===== config.mk =====
export PLATFORM = sky130hd
export DESIGN_NAME = uart_byte_rx
export DESIGN_NICKNAME = d
export VERILOG_FILES = /design/src/rtl/uart_byte_rx.sv
export SDC_FILE = /design/constraint.sdc
export NUM_CORES = 1
export LEC_CHECK = 0
export CAP_MARGIN = 20
export CORE_AREA = 2 2 58 60
export DETAILED_ROUTE_END_ITERATION = 8
export DIE_AREA = 0 0 60 62
export GPL_TIMING_DRIVEN = 0
export PLACE_DENSITY = 0.75
export SETUP_SLACK_MARGIN = 0.5
export SLEW_MARGIN = 20
export SYNTH_ARGS = -nofsm -noshare
export SYNTH_HDL_FRONTEND = slang
export SYNTH_SLANG_ARGS = --single-unit

===== constraint.sdc =====
create_clock -name lcd_pclk -period 2.11 [get_ports lcd_pclk]
set_input_delay 0.3165 -clock lcd_pclk [delete_from_list [all_inputs] [get_ports lcd_pclk]]
set_output_delay 0.3165 -clock lcd_pclk [all_outputs]
set_load 0.01 [all_outputs]

===== src/rtl/uart_byte_rx.sv =====
// 8N1 UART receiver on the LCD pixel clock: synchronises the raw RX pin and
// delivers each correctly framed byte with a one-cycle done strobe.
module uart_byte_rx #(
    parameter int CLK_FREQ = 50_000_000,
    parameter int UART_BPS = 115200
) (
    input  logic       lcd_pclk,
    input  logic       rst,
    input  logic       uart_rxd,
    output logic [7:0] rx_data_t,
    output logic       rx_data_done,
    output logic       rx_frame_err,
    output logic       rx_busy
);

    localparam int BAUD_CNT = CLK_FREQ / UART_BPS;
    localparam int CNT_W    = $clog2(BAUD_CNT);

    localparam logic [CNT_W-1:0] HALF_MAX = CNT_W'(BAUD_CNT / 2 - 1);
    localparam logic [CNT_W-1:0] FULL_MAX = CNT_W'(BAUD_CNT - 1);

    localparam logic [1:0] S_IDLE  = 2'd0;
    localparam logic [1:0] S_START = 2'd1;
    localparam logic [1:0] S_DATA  = 2'd2;
    localparam logic [1:0] S_STOP  = 2'd3;

    // Fewer than 4 clocks per bit leaves no usable mid-bit sample point.
    if (BAUD_CNT < 4) begin : g_baudCheck
        $error("uart_byte_rx: BAUD_CNT (CLK_FREQ/UART_BPS) must be at least 4");
    end

    logic             r_sync0;
    logic             r_sync1;
    logic             r_sync2;
    logic [1:0]       r_state;
    logic [CNT_W-1:0] r_cnt;
    logic [2:0]       r_bitIdx;
    logic [7:0]       r_shift;
    logic             w_startEdge;

    assign w_startEdge = !r_sync1 && r_sync2;
    assign rx_busy     = (r_state != S_IDLE);

    // Synchroniser and edge flops preset high so reset looks like an idle line.
    always_ff @(posedge lcd_pclk or posedge rst) begin
        if (rst) begin
            r_sync0 <= 1'b1;
            r_sync1 <= 1'b1;
            r_sync2 <= 1'b1;
        end else begin
            r_sync0 <= uart_rxd;
            r_sync1 <= r_sync0;
            r_sync2 <= r_sync1;
        end
    end

    always_ff @(posedge lcd_pclk or posedge rst) begin
        if (rst) begin
            r_state      <= S_IDLE;
            r_cnt        <= '0;
            r_bitIdx     <= 3'd0;
            r_shift      <= 8'h00;
            rx_data_t    <= 8'h00;
            rx_data_done <= 1'b0;
            rx_frame_err <= 1'b0;
        end else begin
            rx_data_done <= 1'b0;
            rx_frame_err <= 1'b0;
            case (r_state)
                S_IDLE: begin
                    r_cnt <= '0;
                    if (w_startEdge) begin
                        r_state <= S_START;
                    end
                end
                S_START: begin
                    if (r_cnt == HALF_MAX) begin
                        r_cnt    <= '0;
                        r_bitIdx <= 3'd0;
                        r_state  <= r_sync1 ? S_IDLE : S_DATA;
                    end else begin
                        r_cnt <= r_cnt + 1'b1;
                    end
                end
                S_DATA: begin
                    if (r_cnt == FULL_MAX) begin
                        r_cnt             <= '0;
                        r_shift[r_bitIdx] <= r_sync1;
                        if (r_bitIdx == 3'd7) begin
                            r_state <= S_STOP;
                        end else begin
                            r_bitIdx <= r_bitIdx + 3'd1;
                        end
                    end else begin
                        r_cnt <= r_cnt + 1'b1;
                    end
                end
                S_STOP: begin
                    // Leaving at mid stop bit lets a back-to-back start edge be caught.
                    if (r_cnt == FULL_MAX) begin
                        r_cnt   <= '0;
                        r_state <= S_IDLE;
                        if (r_sync1) begin
                            rx_data_t    <= r_shift;
                            rx_data_done <= 1'b1;
                        end else begin
                            rx_frame_err <= 1'b1;
                        end
                    end else begin
                        r_cnt <= r_cnt + 1'b1;
                    end
                end
                default: begin
                    r_state <= S_IDLE;
                    r_cnt   <= '0;
                end
            endcase
        end
    end

endmodule


==> key figures <==
Synth
  – Post-synth cell types: 36
  – Syn. warnings: 0
  – Syn_area_per_cell: 12.6 sq um
  – Synthesized cell area: 1660 sq um
  – Post-Syn Instances: 132
  – Seq/Total Area, Yosys: 0.530
  – Syn Nets: 140
  – Yosys reg bits: 35

Global routing
  – Met2 usage: 0.297
  – Grt ovf: 0
  – Grt peak-use layer: met2
  – Largest net degree at the start of global routing: 36
  – GRT Overall Usage: 0.189
  – Global routing met3 resource utilization: 0.0455
  – Vias in the first global route: 1079
  – First-pass GRT wire length: 4980 um
  – GR Util met1: 0.242
  – Initial antenna violation count: 0

Finish
  – Commonest non-fill, non-tap cell in the layout: dfrtp_1
  – # nets final: 174
  – # diodes: 0
  – Layout cell share with drive strength beyond 1: 0.437
  – Synth-to-Final Area Change: 33.7%
  – Design area: 2220 sq um
  – Commonest non-fill, non-tap cells in the layout: 28 x dfrtp_1, 14 x nor2_1, 12 x buf_4

Route
  – DR vias: 1151
  – Vias per Instance: 5.40
  – Number of remaining DRC errors: 0
  – 1st-iter DRT viols: 26
  – Post-route ant nets: 0
  – Routed wire per std cell: 15.9 um
  – Drt pass-1 iters: 4
  – Total length of routed wires: 3400 um

Placement
  – Final HPWL DP: 1930 um
  – DP Area: 1850 sq um
  – Routability congestion estimate: 0.745
  – IO buf count: 13
  – Dpl ws: 165 ps

STA
  – Post-route setup slack: 276 ps
  – RSZ-0062 raised after global routing: true
  – Fmax: 545 MHz
  – Slew Viols, Final: 0
  – Final period util: 0.869
  – Hold_ws: 361 ps
  – Min Clock Period, post-route: 1830 ps
  – # setup viols final: 0
  – Setup TNS: 0 ps
  – Final Hold Viols: 0
  – Worst relative slew slack: 0.524
  – Clock Skews: 10.6 ps
  – Worst-margin pin slew: 713 ps

Floorplanning
  – I/O pin count: 14
  – Die ar.: 3720 sq um
  – Row count: 21
  – Die width: 60 um
  – Core ar.: 3180 sq um
  – Die height: 62 um
  – Initial core utilization: 0.522

Worst setup path
  – Critical path class: register to register
  – Crit path DAT: 2060 ps
  – Max FO, Critical Path: 6
  – R2R setup slack: 280 ps
  – Crit path from: r_cnt[6]
  – CP Launch Type: register
  – Worst r2r src: r_cnt[6]
  – Critical Path Sink Type: register
  – CP required: 2340 ps
  – R2R cell count: 5

Clock network
  – Cts bufs inserted: 5
  – H-tree Lvls: 2
  – CTS tree: built
  – Clock latency on the worst-skew pair: 340 ps
  – Hold-fix buffers, CTS: 0
  – CTS clk-pin slew, worst paths: 120 ps
  – Root buf cell: clkbuf_4
  – Max Buffers Root-to-Sink: 2
  – Clock sinks: 35

Pwr
  – Leak pwr: 0.00110 uW
  – Total power: 1510 uW
  – PD cells: 682 nW/um^2
  – Maximum vdd ir drop: 0.640 mV

Hold path
  – Hold path depth: 0
  – Worst Hold Class: register to register
  – Worst Hold Launch: r_sync0

Run status
  – Run status: complete, no violations

Flow run
  – Max Cap Viol: 0
layer usage:
layer,share of wire,up-vias,routed length [um]
li1,-,541,-
met1,0.45,576,1520
met2,0.50,27,1700
met3,0.030,7,103
met4,0.019,0,65
met5,0,-,0
logic make-up (layout without fill, tap and decap cells):
kind of cell / Yosys count / in the layout / synth area share
AND/OR/NAND/NOR: 48 / 49 / 0.210
multiplexers: 17 / 17 / 0.115
adder cells (fa/ha/maj): 5 / 5 / 0.0377
flip-flops: 35 / 35 / 0.530
AO/OA/AOI/OAI: 9 / 9 / 0.0399
buffers and inverters: 11 / 45 / 0.0301
XOR/XNOR: 7 / 7 / 0.0369
cell usage after synthesis:
cell type,count,share of area
clkbuf_1,3,0.0068
ha_1,5,0.038
or2_1,1,0.0038
o31a_1,1,0.0053
mux2_1,3,0.020
nand4bb_4,1,0.017
nand4b_2,1,0.0090
nor2_8,1,0.012
mux2_2,14,0.095
nor4_2,1,0.0075
nor4_1,1,0.0038
nor4b_4,1,0.014
a221oi_1,1,0.0053
buf_2,1,0.0030
nand3b_1,1,0.0045
nand2b_1,1,0.0038
a22o_1,2,0.011
nand4b_1,2,0.011
buf_6,1,0.0068
nand4_1,3,0.011
dfstp_2,3,0.047
dfrtp_1,32,0.48
and3_1,1,0.0038
a31oi_1,2,0.0075
o21ai_0,2,0.0060
o41ai_1,1,0.0053
xnor2_1,4,0.021
nor2b_1,1,0.0038
nor4_4,2,0.026
nand4bb_1,1,0.0068
or2_2,1,0.0038
xor2_1,3,0.016
nand3_1,8,0.024
nand2_1,3,0.0068
inv_1,6,0.014
nor2_1,17,0.038
worst paths after layout:
kind                                endpoint
worst max-delay path              r_shift[0]
worst min-delay path                 r_sync1
worst max register to register    r_shift[0]
worst min register to register       r_sync1
max in group asynchronous           r_cnt[0]
min in group asynchronous       rx_data_t[7]
registers in the layout, indices dropped and copies added (netlist names), named ones only:
register      flops
r_bitIdx          3
r_cnt             9
r_shift           8
r_state           1
r_sync0           1
r_sync1           1
r_sync2           1
rx_data_done      1
rx_data_t         8
rx_frame_err      1
per-stage QoR:
stage                      util  std cells
final                     0.698        213
after global routing      0.698        213
after floorplan               -        132
after CTS                 0.643        207
after global placement    0.581        191
after detailed placement  0.581        191
power breakdown:
part | internal [uW] | total [uW] | leakage (uW) | switching, uW
clock | 127 | 362 | 0.0000272 | 235
combinational | 182 | 337 | 0.000613 | 154
sequential | 728 | 814 | 0.000464 | 86.4
total | 1040 | 1510 | 0.00110 | 476
critical path: stages (launching register included):
cell      delay [ps]
dfrtp_1          470
nand4b_4         240
or2_1            280
buf_6            160
nor4b_4          240
mux2_4           320
cell type report:
class	count	area (sq um)
flip-flops and latches	35	885
multi-input cells	87	907
clock inverters	3	20.0
clock buffers	5	37.5
inverters	6	27.5
fillers	239	960
repair buffers	26	244
plain buffers	5	41.3
well taps	46	57.6
timing repair:
item                       4_1_cts  5_1_grt
gates cloned                     1        0
setup endpoints to repair       30       39
gates resized for setup         24       35
pin swaps                        5        7
buffers inserted                 7        6
Note: power is estimated with default switching activity, not from simulation.
